**src/rtl/nco_voice.sv**
```systemverilog
// Single-voice NCO: phase accumulator, square/saw/triangle shaper and linear
// attack/release envelope, advancing once per sample_tick.
module nco_voice #(
   parameter logic [15:0] ATTACK_STEP  = 16'h0100,
   parameter logic [15:0] RELEASE_STEP = 16'h0080
) (
   input  logic        Clk,
   input  logic        Reset,
   input  logic        sample_tick,
   input  logic [31:0] idxjmp,
   input  logic [1:0]  wave_sel,
   output logic [15:0] sample_out,
   output logic        sample_valid,
   output logic        active,
   output logic [1:0]  env_state
);

   typedef enum logic [1:0] {
      IDLE    = 2'd0,
      ATTACK  = 2'd1,
      SUSTAIN = 2'd2,
      RELEASE = 2'd3
   } state_t;

   state_t              state;
   logic [31:0]         phase;
   logic [15:0]         env;
   logic                key;
   logic [16:0]         env_sum;
   logic signed [15:0]  raw;
   logic signed [32:0]  prod;
   logic                unused_ok;

   assign key       = |idxjmp;
   assign env_sum   = {1'b0, env} + {1'b0, ATTACK_STEP};
   assign prod      = raw * $signed({1'b0, env});
   assign unused_ok = ^{prod[32], prod[15:0]};
   assign env_state = state;

   // Triangle uses 16-bit wrapping arithmetic; the true 17-bit result always fits.
   always_comb begin
      raw = '0;
      unique case (wave_sel)
         2'd0:    raw = phase[31] ? 16'sh8000 : 16'sh7FFF;
         2'd1:    raw = phase[31:16] ^ 16'h8000;
         2'd2:    raw = phase[31] ? (16'h7FFF - phase[30:15]) : (phase[30:15] - 16'h8000);
         default: raw = '0;
      endcase
   end

   // sample_valid is a one-cycle strobe with no backpressure: the consumer must
   // capture sample_out in the cycle sample_valid is high; it then holds until
   // the next strobe.
   always_ff @(posedge Clk) begin
      if (Reset) begin
         state        <= IDLE;
         phase        <= '0;
         env          <= '0;
         sample_out   <= '0;
         sample_valid <= 1'b0;
         active       <= 1'b0;
      end else begin
         sample_valid <= sample_tick;
         if (sample_tick) begin
            sample_out <= prod[31:16];
            unique case (state)
               IDLE: begin
                  if (key) begin
                     state  <= ATTACK;
                     active <= 1'b1;
                     phase  <= idxjmp;
                  end
               end
               ATTACK: begin
                  if (!key) begin
                     state <= RELEASE;
                  end else begin
                     phase <= phase + idxjmp;
                     if (env_sum[16] || env_sum[15:0] == 16'hFFFF) begin
                        env   <= 16'hFFFF;
                        state <= SUSTAIN;
                     end else begin
                        env <= env_sum[15:0];
                     end
                  end
               end
               SUSTAIN: begin
                  if (!key) state <= RELEASE;
                  else      phase <= phase + idxjmp;
               end
               RELEASE: begin
                  if (key) begin
                     state <= ATTACK;
                     phase <= phase + idxjmp;
                  end else if (env <= RELEASE_STEP) begin
                     env    <= '0;
                     state  <= IDLE;
                     active <= 1'b0;
                  end else begin
                     env <= env - RELEASE_STEP;
                  end
               end
               default: state <= IDLE;
            endcase
         end
      end
   end

endmodule

```
**config.mk**
```make
export PLATFORM = sky130hd
export DESIGN_NAME = nco_voice
export DESIGN_NICKNAME = d
export VERILOG_FILES = /design/src/rtl/nco_voice.sv
export SDC_FILE = /design/constraint.sdc
export NUM_CORES = 1
export LEC_CHECK = 0
export ABC_AREA = 1
export ABC_CLOCK_PERIOD_IN_PS = 10900
export CORE_MARGIN = 1
export CORE_UTILIZATION = 64
export CTS_CLUSTER_SIZE = 28
export DETAILED_ROUTE_END_ITERATION = 12
export GPL_TIMING_DRIVEN = 0
export MAX_ROUTING_LAYER = met4
export PLACE_DENSITY = 0.92
export SLEW_MARGIN = 0
export SYNTH_ARGS = -nofsm -noshare
export SYNTH_HDL_FRONTEND = slang
export SYNTH_SLANG_ARGS = --single-unit
```
**constraint.sdc**
```tcl
create_clock -name Clk -period 10.9 [get_ports Clk]
set_clock_uncertainty 0.1 [all_clocks]
set_input_delay 3.27 -clock Clk [delete_from_list [all_inputs] [get_ports Clk]]
set_output_delay 3.27 -clock Clk [all_outputs]
set_load 0.03 [all_outputs]
```
# Word level (Yosys, flattened, before mapping)

Index checks and enable logic that the tools add are counted.

Flip-flop bits (word level): 68
Input port bits: 37
Memory bits (writable): 0
Output and inout port bits: 20
Memories: 0
Logic and storage cells: 61
Latch bits: 0
Memory bits (read-only): 0

Bitwise gates (word level): 1
Multiply operators: 1
Shift-type cells: 0
Div/mod/pow operators: 0
Mux-type cells: 22
Add/subtract/negate cells: 5
$lt $le $gt $ge: 1
Eq/ne operators: 14
Reductions and logical operators: 11

Operators with widths:

| operator               | number |
|---|---|
| $mux 16                | 6 |
| $mux 32                | 2 |
| $pmux 32 s2            | 1 |
| $pmux 16 s3            | 1 |
| $add 32x32->32         | 1 |
| $mul 16x17->32         | 1 |
| $pmux 16 s2            | 1 |
| $reduce_or 32->1       | 1 |
| $add 16x9->17 const B  | 1 |
| $eq 16x16->1 const B   | 1 |
| $le 16x8->1 const B    | 1 |
| $sub 15x16->16 const A | 1 |
| $sub 16x16->16 const B | 1 |
| $sub 16x8->16 const B  | 1 |
| $mux 2                 | 6 |
| $ne 2x2->1 const B     | 5 |
| $reduce_and 5->1       | 2 |
| $pmux 2 s4             | 1 |
| $eq 2x2->1 const B     | 3 |
| $ne 3x3->1 const B     | 2 |
| $eq 2x1->1 const B     | 2 |
| $logic_not 2->1        | 2 |
| $reduce_and 4->1       | 1 |
| $reduce_bool 2->1      | 2 |
| 7 further kinds        | 9 |

# Longest topological paths before layout

Depth in word-level cells: 6
Mapped depth: 38
Mapped depth without buffers: 38

# Worst setup path before layout

No wires, ideal clock.

Path type: input to register
Start: input wave_sel[0]
End: register sample_out[15]
Setup slack: 1.990 ns
Setup time: 0.117 ns
Data arrival time: 8.693 ns
Stages: 31
Data required time: 10.683 ns
Buffers on the path: 2
Cells stage by stage: buf_6 -> nor2_1 -> nand2_2 -> buf_6 -> nand2_1 -> inv_1 -> nand2_1 -> inv_1 -> nor2_1 -> ha_1 -> xor2_1 -> inv_1 -> fa_1 -> inv_1 -> fa_1 -> fa_1 -> fa_1 -> inv_1 -> fa_1 -> inv_1 -> ha_1 -> inv_1 -> o21bai_1 -> a21oi_1 -> inv_1 -> a21oi_1 -> nor2_1 -> nor2_1 -> a21oi_2 -> nor2_1 -> nor2_1

Cells in the longest elaborated chain, start to end: 3
Elaborated cells on any way between the ends: 5
Classes of those cells: 1 x mul; 2 x eq/ne; 1 x mux; 1 x reduce/logical

RTL lines:

| what                                     | line | RTL |
|---|---|---|
| from (decl)                              | 11   | `input logic [1:0] wave_sel,` |
| $eq 2x2->1, or another cell as far along | 43   | `unique case (wave_sel)` |
| $pmux 16 s3 (*)                          | 43   |  |
| $mul 16x17->32 (*)                       | 36   | `assign prod = raw * $signed({1'b0, env});` |
| to (signal assigned)                     | 65   | `sample_out <= prod[31:16];` |
| to (decl)                                | 12   | `output logic [15:0] sample_out,` |

Every way passes the cells marked *; elsewhere a longest branch is shown, timed or not.
A chain may end at the register's enable or synchronous reset.

# Final worst setup path

Start: input wave_sel[1]
End: register sample_out[15]

The elaborated chain is that of the path after synthesis.

==> results.json <==
{
  "status": "complete, no violations",
  "final_cell_mix": "404 x nand2_1, 372 x inv_1, 237 x nor2_1, 162 x ha_1, 155 x fa_1",
  "cp.arrival_ps": 10590,
  "firstDrtPassIters": 6,
  "synth_nets": 2326,
  "cp.required_ps": 11020,
  "reg2reg_to": "sample_out[15]$_SDFFE_PP0P_",
  "finalHoldViolCount": 0,
  "cp-end-kind": "register",
  "finalCriticalPeriod_ps": 10460,
  "cts_setup_buffers": 0,
  "min-delay-start": "active$_SDFFE_PP0P_",
  "die_x_um": 148,
  "rsz0062_at_grt": "no",
  "worst_slack_ps": 436,
  "yosys_warnings": 0,
  "critPathMaxFanout": 10,
  "hold_class": "register to register",
  "reg2reg_from": "phase[31]$_SDFFE_PP0P_",
  "synthesis.instances": 1972,
  "clock-sinks": 62,
  "via_per_inst": 5.88,
  "antenna_found_initial": 0,
  "vias": 13600,
  "cts_buffers": 9,
  "finalWeightedCongestion": 1.04,
  "path_common_cell": "nor2_1",
  "synth_seq_cells": 62,
  "pre_cts_ws_ps": 207,
  "synth_top_area_share_pct": 22.8,
  "antenna_left": 0,
  "r2r_slack_ps": 3260,
  "start_util_pct": 66.2,
  "insertion_delay_ps": 350,
  "finalSetupViolCount": 0,
  "setup_tns_ps": 0,
  "routed_wl_um": 42500,
  "area.growth.synth_to_final_pct": 8.62,
  "h-tree-depth": 3,
  "grt_pass1_vias": 13200,
  "holdPathEnd": "active$_SDFFE_PP0P_",
  "drt_iter0_markers": 1407,
  "relSlewSlack_pct": 35.6,
  "syn_avg_cell_area_um2": 6.90,
  "grt_pass1_wl_um": 67600,
  "syn_area_um2": 13600,
  "track_usage_pct": 41.6,
  "wire_per_inst_um": 18.4,
  "ir_drop_mv": 0.194,
  "synth_top_area_cell": "fa_1",
  "drc": 0,
  "crit_path_start_kind": "input port",
  "final_common_cell": "nand2_1",
  "ys.flop_type": "dfxtp_1",
  "pin_count": 57,
  "power.density_nw_per_um2": 223,
  "yosysSeqAreaShare_pct": 9.12,
  "clock-root-buffer": "clkbuf_16",
  "cts_tree": "done",
  "ys_types": 49,
  "critPathSlowestCell": "nor2_1",
  "rr_worst_depth": 29,
  "finalNetCount": 2391,
  "drive_gt1_share_pct": 4.51,
  "core.rowCount": 52,
  "ys_top_cells_by_area": "fa_1 23%, ha_1 15%, nand2_1 11%",
  "worst_slew_pin_slew_ps": 967,
  "final_max_slew_viol_count": 0,
  "cts_buffer_depth": 2,
  "p_leak_uw": 0.00768,
  "dp_hpwl_um": 35400,
  "worst-setup-path-type": "input port to register",
  "async_reset_ff_share_pct": 0,
  "gr-total-overflow": 0,
  "clkTransAtPathRegs_ps": 50,
  "grt_max_degree": 12,
  "worst_path_largest_cell_delay_ps": 720,
  "max_freq_mhz": 95.6,
  "core_area_um2": 20600,
  "die_y_um": 148,
  "whs_path_depth": 2,
  "dieArea_um2": 21800,
  "synth_edf_count": 0,
  "port-buffer-count": 54,
  "drv_cap": 0,
  "finalCritPeriodShare_pct": 96.0,
  "holdWs_ps": 368,
  "num_antenna_cells": 0
}
[flip-flops by register name, summed over array words and instances, names as in the netlist]
register,cells
sample_out,16
env,10
phase,32
env_state,2
sample_valid,1
active,1
[worst max path at each step]
stage,depth (start not counted),endpoint,start
2_1_floorplan,31,sample_out[15]$_SDFFE_PP0P_,wave_sel[0]
3_3_place_gp,29,sample_out[15]$_SDFFE_PP0P_,wave_sel[1]
3_5_place_dp,29,sample_out[15]$_SDFFE_PP0P_,wave_sel[1]
4_1_cts,29,sample_out[15]$_SDFFE_PP0P_,wave_sel[1]
5_1_grt,31,sample_out[15]$_SDFFE_PP0P_,wave_sel[1]
6_report,30,sample_out[15]$_SDFFE_PP0P_,wave_sel[1]
[through the flow]
stage,power (uW),instance area [um2],utilization [%],cells
6_report,3290,14800,71.9,2312
5_1_grt,3580,14800,71.9,2312
4_1_cts,3220,14800,71.9,2312
3_5_place_dp,2900,14500,70.4,2296
3_3_place_gp,2840,14500,70.4,2296
2_1_floorplan,2160,13600,-,1972
[worst max-delay path, delay by kind of cell]
kind                     cells  cell delay [ps]
AO/OA/AOI/OAI                6             1290
buffers and inverters        8             1220
AND/OR/NAND/NOR              9             1930
adder cells (fa/ha/maj)      7             2870
[cell type report]
cell class                 instances  area (um2)
buffer                            53         253
clock buffer                      10         229
clock inverter                     6        62.6
fill                            1672        5780
inverter                         384        1440
multi-input combinational       1473       10700
sequential                        62        1240
tap                              270         338
timing repair buffer              54         541
[timing repair]
action                                  4_1_cts  5_1_grt
endpoints found under the hold margin         0        0
endpoints found under the setup margin        0        1
gates resized for setup                       0        1
hold buffers                                  0        0
[synth_stat cells (5+ instances only)]
master	count
buf_2	7
inv_1	372
fa_1	155
or2_2	6
a21o_1	14
nor4_1	7
ha_1	162
a31oi_1	15
nand4_1	16
nand2_2	15
nand3_1	82
o21a_1	6
nand2_4	5
xnor2_1	13
inv_2	7
a21oi_1	130
nand2_1	404
o21bai_1	14
a21boi_0	6
o211ai_1	6
nor2_2	8
nor2_1	238
xor2_1	37
o21ai_0	92
a21oi_2	7
dfxtp_1	62
clkbuf_1	37
nor3_1	13
[cells by family (layout without fill, tap and decap cells)]
logic type                 Yosys count  count (layout)  share of synthesized area (%)
AOI/OAI and AO/OA                  303             303                           12.7
DFF                                 62              62                           9.12
and+or+nand+nor                    802             802                           24.7
adders and majority gates          317             317                           37.7
buffers and inverters              437             507                           12.5
xor gates and xnor gates            51              51                           3.34
[metal layers]
layer	wire (um)	up-vias	global-route usage, %
li1	-	6300	-
met1	17300	6337	56.1
met2	18300	819	60.7
met3	5150	144	8.95
met4	1720	0	16.8
met5	0	-	-
[where the power goes]
group          internal (uW)  total (uW)  switching (uW)
Combinational            884        2620            1740
Clock                    177         291             115
Sequential               303         377            73.8
Total                   1360        3290            1930
(Power assumes the default switching activity.)
